### src/rtl/mc_control.sv
// Multicycle CPU control FSM. It steps each instruction through fetch, decode, execute,
// memory and writeback states, and drives the ALU controls, operand selects and write enables.
module mc_control (
  input  logic       clk,
  input  logic       rst,
  input  logic [3:0] opcode,
  input  logic       mem_ready,
  input  logic       alu_zero,
  output logic [3:0] alu_op,
  output logic       alu_src_a,
  output logic [1:0] alu_src_b,
  output logic       imm_sel,
  output logic       pc_write,
  output logic       ir_write,
  output logic       reg_write,
  output logic       mem_read,
  output logic       mem_write,
  output logic       iord,
  output logic       mem_to_reg,
  output logic       reg_dst,
  output logic [1:0] pc_src,
  output logic [3:0] state,
  output logic       halted
);

  localparam logic [3:0] S_FETCH    = 4'd0;
  localparam logic [3:0] S_DECODE   = 4'd1;
  localparam logic [3:0] S_EXEC_R   = 4'd2;
  localparam logic [3:0] S_EXEC_I   = 4'd3;
  localparam logic [3:0] S_MEM_ADDR = 4'd4;
  localparam logic [3:0] S_MEM_RD   = 4'd5;
  localparam logic [3:0] S_MEM_WR   = 4'd6;
  localparam logic [3:0] S_WB_ALU   = 4'd7;
  localparam logic [3:0] S_WB_MEM   = 4'd8;
  localparam logic [3:0] S_BRANCH   = 4'd9;
  localparam logic [3:0] S_JUMP     = 4'd10;
  localparam logic [3:0] S_HALT     = 4'd11;

  localparam logic [3:0] OP_ADD  = 4'b0010;
  localparam logic [3:0] OP_SUB  = 4'b0011;
  localparam logic [3:0] OP_NOP  = 4'b1000;
  localparam logic [3:0] OP_LI   = 4'b1001;
  localparam logic [3:0] OP_LUI  = 4'b1010;
  localparam logic [3:0] OP_LW   = 4'b1011;
  localparam logic [3:0] OP_SW   = 4'b1100;
  localparam logic [3:0] OP_BEQ  = 4'b1101;
  localparam logic [3:0] OP_J    = 4'b1110;

  logic [3:0] state_q, state_d;
  logic       pc_write_s, ir_write_s, reg_write_s, mem_write_s;

  always_ff @(posedge clk or posedge rst) begin
    if (rst) state_q <= S_FETCH;
    else     state_q <= state_d;
  end

  always_comb begin
    state_d = S_FETCH;
    case (state_q)
      S_FETCH:    state_d = mem_ready ? S_DECODE : S_FETCH;
      S_DECODE: begin
        if (!opcode[3]) begin
          state_d = S_EXEC_R;
        end else begin
          case (opcode)
            OP_NOP:        state_d = S_FETCH;
            OP_LI, OP_LUI: state_d = S_EXEC_I;
            OP_LW, OP_SW:  state_d = S_MEM_ADDR;
            OP_BEQ:        state_d = S_BRANCH;
            OP_J:          state_d = S_JUMP;
            default:       state_d = S_HALT;
          endcase
        end
      end
      S_EXEC_R:   state_d = S_WB_ALU;
      S_EXEC_I:   state_d = S_WB_ALU;
      S_MEM_ADDR: state_d = (opcode == OP_SW) ? S_MEM_WR : S_MEM_RD;
      S_MEM_RD:   state_d = mem_ready ? S_WB_MEM : S_MEM_RD;
      S_MEM_WR:   state_d = mem_ready ? S_FETCH : S_MEM_WR;
      S_WB_ALU:   state_d = S_FETCH;
      S_WB_MEM:   state_d = S_FETCH;
      S_BRANCH:   state_d = S_FETCH;
      S_JUMP:     state_d = S_FETCH;
      S_HALT:     state_d = S_HALT;
      default:    state_d = S_FETCH;
    endcase
  end

  always_comb begin
    alu_op      = 4'b0000;
    alu_src_a   = 1'b0;
    alu_src_b   = 2'b00;
    imm_sel     = 1'b0;
    pc_write_s  = 1'b0;
    ir_write_s  = 1'b0;
    reg_write_s = 1'b0;
    mem_read    = 1'b0;
    mem_write_s = 1'b0;
    iord        = 1'b0;
    mem_to_reg  = 1'b0;
    reg_dst     = 1'b0;
    pc_src      = 2'b00;
    halted      = 1'b0;
    case (state_q)
      S_FETCH: begin
        mem_read   = 1'b1;
        alu_src_b  = 2'b01;
        alu_op     = OP_ADD;
        pc_write_s = mem_ready;
        ir_write_s = mem_ready;
      end
      // Branch target is precomputed into ALUOut while the opcode is decoded
      S_DECODE: begin
        alu_src_b = 2'b11;
        alu_op    = OP_ADD;
      end
      S_EXEC_R: begin
        alu_src_a = 1'b1;
        alu_op    = opcode;
      end
      S_EXEC_I: begin
        alu_src_a = 1'b1;
        alu_src_b = 2'b10;
        alu_op    = opcode;
        imm_sel   = (opcode == OP_LUI);
      end
      S_MEM_ADDR: begin
        alu_src_a = 1'b1;
        alu_src_b = 2'b10;
        alu_op    = OP_ADD;
      end
      S_MEM_RD: begin
        mem_read = 1'b1;
        iord     = 1'b1;
      end
      S_MEM_WR: begin
        mem_write_s = 1'b1;
        iord        = 1'b1;
      end
      S_WB_ALU: begin
        reg_write_s = 1'b1;
        reg_dst     = !opcode[3];
      end
      S_WB_MEM: begin
        reg_write_s = 1'b1;
        mem_to_reg  = 1'b1;
      end
      S_BRANCH: begin
        alu_src_a  = 1'b1;
        alu_op     = OP_SUB;
        pc_src     = 2'b01;
        pc_write_s = alu_zero;
      end
      S_JUMP: begin
        pc_src     = 2'b10;
        pc_write_s = 1'b1;
      end
      S_HALT:  halted = 1'b1;
      default: ;
    endcase
  end

  // Reset gates the architectural write enables combinationally so an abort takes effect at once
  assign pc_write  = pc_write_s  & ~rst;
  assign ir_write  = ir_write_s  & ~rst;
  assign reg_write = reg_write_s & ~rst;
  assign mem_write = mem_write_s & ~rst;
  assign state     = state_q;

endmodule
### config.mk
export PLATFORM = sky130hd
export DESIGN_NAME = mc_control
export DESIGN_NICKNAME = d
export VERILOG_FILES = /design/src/rtl/mc_control.sv
export SDC_FILE = /design/constraint.sdc
export NUM_CORES = 1
export LEC_CHECK = 0
export ABC_AREA = 1
export CAP_MARGIN = 10
export CORE_MARGIN = 1
export CORE_UTILIZATION = 40
export CTS_CLUSTER_SIZE = 28
export DETAILED_ROUTE_END_ITERATION = 7
export GPL_ROUTABILITY_DRIVEN = 0
export GPL_TIMING_DRIVEN = 0
export PLACE_DENSITY_LB_ADDON = 0.2
export SYNTH_ARGS = -nofsm -noshare
export SYNTH_HDL_FRONTEND = slang
export SYNTH_SLANG_ARGS = --single-unit
### constraint.sdc
create_clock -name clk -period 2.8 [get_ports clk]
set_input_delay 0.56 -clock clk [delete_from_list [all_inputs] [get_ports clk]]
set_output_delay 0.56 -clock clk [all_outputs]
set_load 0.02 [all_outputs]
==> results of run 1 <==
power by group:
part	leakage [nW]	switching, W	internal (W)
sequential	0.0503	0.0000458	0.0000858
clock	0.0138	0.0000240	0.0000480
combinational	0.426	0.000407	0.000307
total	0.490	0.000477	0.000440
cell usage in the layout (no fill, tap or decap):
| cell | netlist | final |
|---|---|---|
| inv_2 | 1 | 1 |
| nand3_1 | 7 | 7 |
| o21ai_0 | 5 | 5 |
| nand2_1 | 39 | 39 |
| clkbuf_4 | 0 | 3 |
| clkdlybuf4s50_1 | 0 | 30 |
| nor3_1 | 2 | 2 |
| nor2_4 | 1 | 1 |
| clkinv_2 | 1 | 1 |
| a21oi_2 | 1 | 1 |
| o211ai_1 | 1 | 1 |
| a21oi_1 | 2 | 2 |
| dfrtp_1 | 4 | 4 |
| nor2_1 | 17 | 17 |
| inv_1 | 21 | 21 |
| nand2_2 | 3 | 3 |
| nor2_2 | 3 | 3 |
worst register-to-register path, stage by stage (launching register included):
cell	delay, ps
dfrtp_1	440
nor2_4	170
inv_1	100
nor2_1	180
nand3_1	110
o211ai_1	110
final cells by class:
type	count	area (um2)
well taps	14	17.52
multi-input cells	81	355.3
repair buffers	30	300.3
flip-flops and latches	4	100.1
fillers	119	302.8
clock buffers	3	22.52
inverters	23	87.58
per-stage QoR:
stage               setup slack (ps)  cells  util, %  cell area, um2  power [W]
floorplan                      940.7    108        -           543.0  0.0005484
global placement               111.9    152    72.57           860.8  0.0008421
detailed placement             121.3    152    72.57           860.8  0.0008519
CTS                            122.1    155    74.47           883.3  0.0009264
global route                   25.11    155    74.47           883.3   0.001002
finish                         137.5    155    74.47           883.3  0.0009177
worst max path at each step:
stage | from | end | slack [ps] | depth (start not counted)
global placement | opcode[3] | imm_sel | 110 | 6
CTS | opcode[3] | imm_sel | 120 | 6
detailed placement | opcode[3] | imm_sel | 120 | 6
finish | opcode[3] | imm_sel | 140 | 6
global route | opcode[3] | imm_sel | 30 | 6
floorplan | state[2] | alu_op[0] | 940 | 3
cell families after synthesis:
group | Yosys count
AOI/OAI and AO/OA | 9
DFF | 4
buffers and inverters | 23
and+or+nand+nor | 72
metal layers:
metal,up-vias,track usage (%)
li1,392,-
met2,21,40.42
met5,-,0
met1,315,28.62
met4,0,0
met3,0,8.671
==> metrics.md, run 1 <==
| Metric | Value |
|---|---|
| Status | completed |
| CTS max path bufs | 2 |
| Fmax | 0.3756 GHz |
| CP top delay family | buffers and inverters |
| Via count | 728 |
| Buf/Inv on CP | 3 |
| GR Overflow Total | 0 |
| TritonCTS clock tree | yes |
| Count leader, synth | nand2_1 |
| CP required | 2240 ps |
| CTS H-tree depth | 1 |
| Setup Skew | 5.843 ps |
| Area share of fa/ha/maj cells after synthesis | 0% |
| RSZ-0062 raised after global routing | false |
| Hold_buf cts | 0 |
| Hold Slack | 651.3 ps |
| Die width | 38.85 um |
| Synth cell types | 15 |
| Core region area | 1186 um2 |
| Setup TNS | 0 ps |
| Post-synth top cells | nand2_1, inv_1, nor2_1 |
| RR Endpoint | state[3] |
| Synth area leader | nand2_1 |
| Net count after synthesis | 116 |
| Worst min path class | input port to asynchronous set/reset pin |
| Residual DRC | 0 |
| Core Rows | 12 |
| Starting density of the core | 45.78% |
| Post-synth ARST share | 100.0% |
| Reg2Reg Depth | 5 |
| Synthesized cell area | 543.0 um2 |
| Synth Warn # | 0 |
| Slew @ Worst Pin | 253.5 ps |
| Final hold violation count | 0 |
| Top Ports | 31 |
| Die area | 1509 um2 |
| Slew headroom | 83.04% |
| CTS sink count | 4 |
| TritonCTS Buffers | 3 |
| CP max-delay cell | clkdlybuf4s50_1 |
| Post-layout net count | 151 |
| Crit. End Element | primary output |
| Total track usage | 23.20% |
| Dominant synthesized flop cell | dfrtp_1 |
| Worst Setup Start Kind | input port |
| Combinational family with the most area after synthesis | simple AND/OR/NAND/NOR gates |
| Post-Synth Simple-Gate Area | 55.99% |
| Synth top area cells | nand2_1, dfrtp_1, inv_1 |
| Drt via density | 4.697 |
| WL met1 | 669 um |
| Met2 wire len | 719 um |
| Final worst-path cycle share | 95.09% |
| Largest register FFs | 4 |
| Max capacitance violation total | 0 |
| Antenna Nets Post-Route | 0 |
| Number of synthesized register bits | 4 |
| CTS Root Cell | clkbuf_4 |
| CP arrival | 2100 ps |
| Met3 wire len | 60 um |
| Worst-path clk slew | 40 ps |
| Vias in the first global route | 629 |
| Tmin final | 2662 ps |
| Largest net degree at the start of global routing | 9 |
| Worst r2r src | state[2] |
| Die Span Y | 38.85 um |
| Average size of a mapped cell | 5.028 um2 |
| Mux cell area share after synthesis | 0% |
| Post-CTS Setup Bufs | 0 |
| DR top layer | met3 |
| Post-synth EDFFs | 0 |
| Post-synthesis xor/xnor area fraction | 0% |
| Total Wirelength | 1.448 mm |
| DRT Pass-1 Iters | 4 |
| Detailed Route Iter0 Violations | 20 |
| Worst-skew pair later-pin latency | 240 ps |
| Critical-path cell list | clkdlybuf4s50_1 -> nand2_1 -> inv_1 -> nand3_1 -> nor3_1 -> clkdlybuf4s50_1 |
| Largest stage delay, worst path | 630 ps |
| Initial antenna violation count | 0 |
| Yosys top cell area share | 26.96% |
| Max-slew violation count | 0 |
| Final setup viols | 0 |
| HPWL reported at the end of detailed placement | 1.278 mm |
| Synth Area in Compound Gates | 9.447% |
| Register area share after synthesis | 18.43% |
| Share of cells above drive strength 1 | 9.220% |
| Peak supply drop | 0.6223 mV |
| Worst R2R Setup Slack | 1600 ps |
| First-pass GRT wire length | 2.428 mm |
| PortBufs | 30 |
| Syn Inst Count | 108 |
| Critical Path Most Common Cell | clkdlybuf4s50_1 |
| Synthesis-to-finish area growth | 62.67% |
| Post-CTS Resized | 0 |
| Power Density | 1039 nW/um2 |
| WL per Instance | 9.342 um |
| Antenna cells | 0 |
| Worst Setup Path Type | input port to primary output |
| Leak Pwr | 0.4904 nW |
| Max FO, Critical Path | 5 |
(Power assumes the default switching activity.)
==> run 2: changes to the inputs <==
CAP_MARGIN = 0   (was 10)
==> results of run 2 <==
The final DEF is identical to that of run 1; final timing and power are the same.
==> run 3: changes to the inputs <==
GPL_ROUTABILITY_DRIVEN = 1   (was 0)
==> results of run 3 <==
The final DEF is identical to that of run 1; final timing and power are the same.
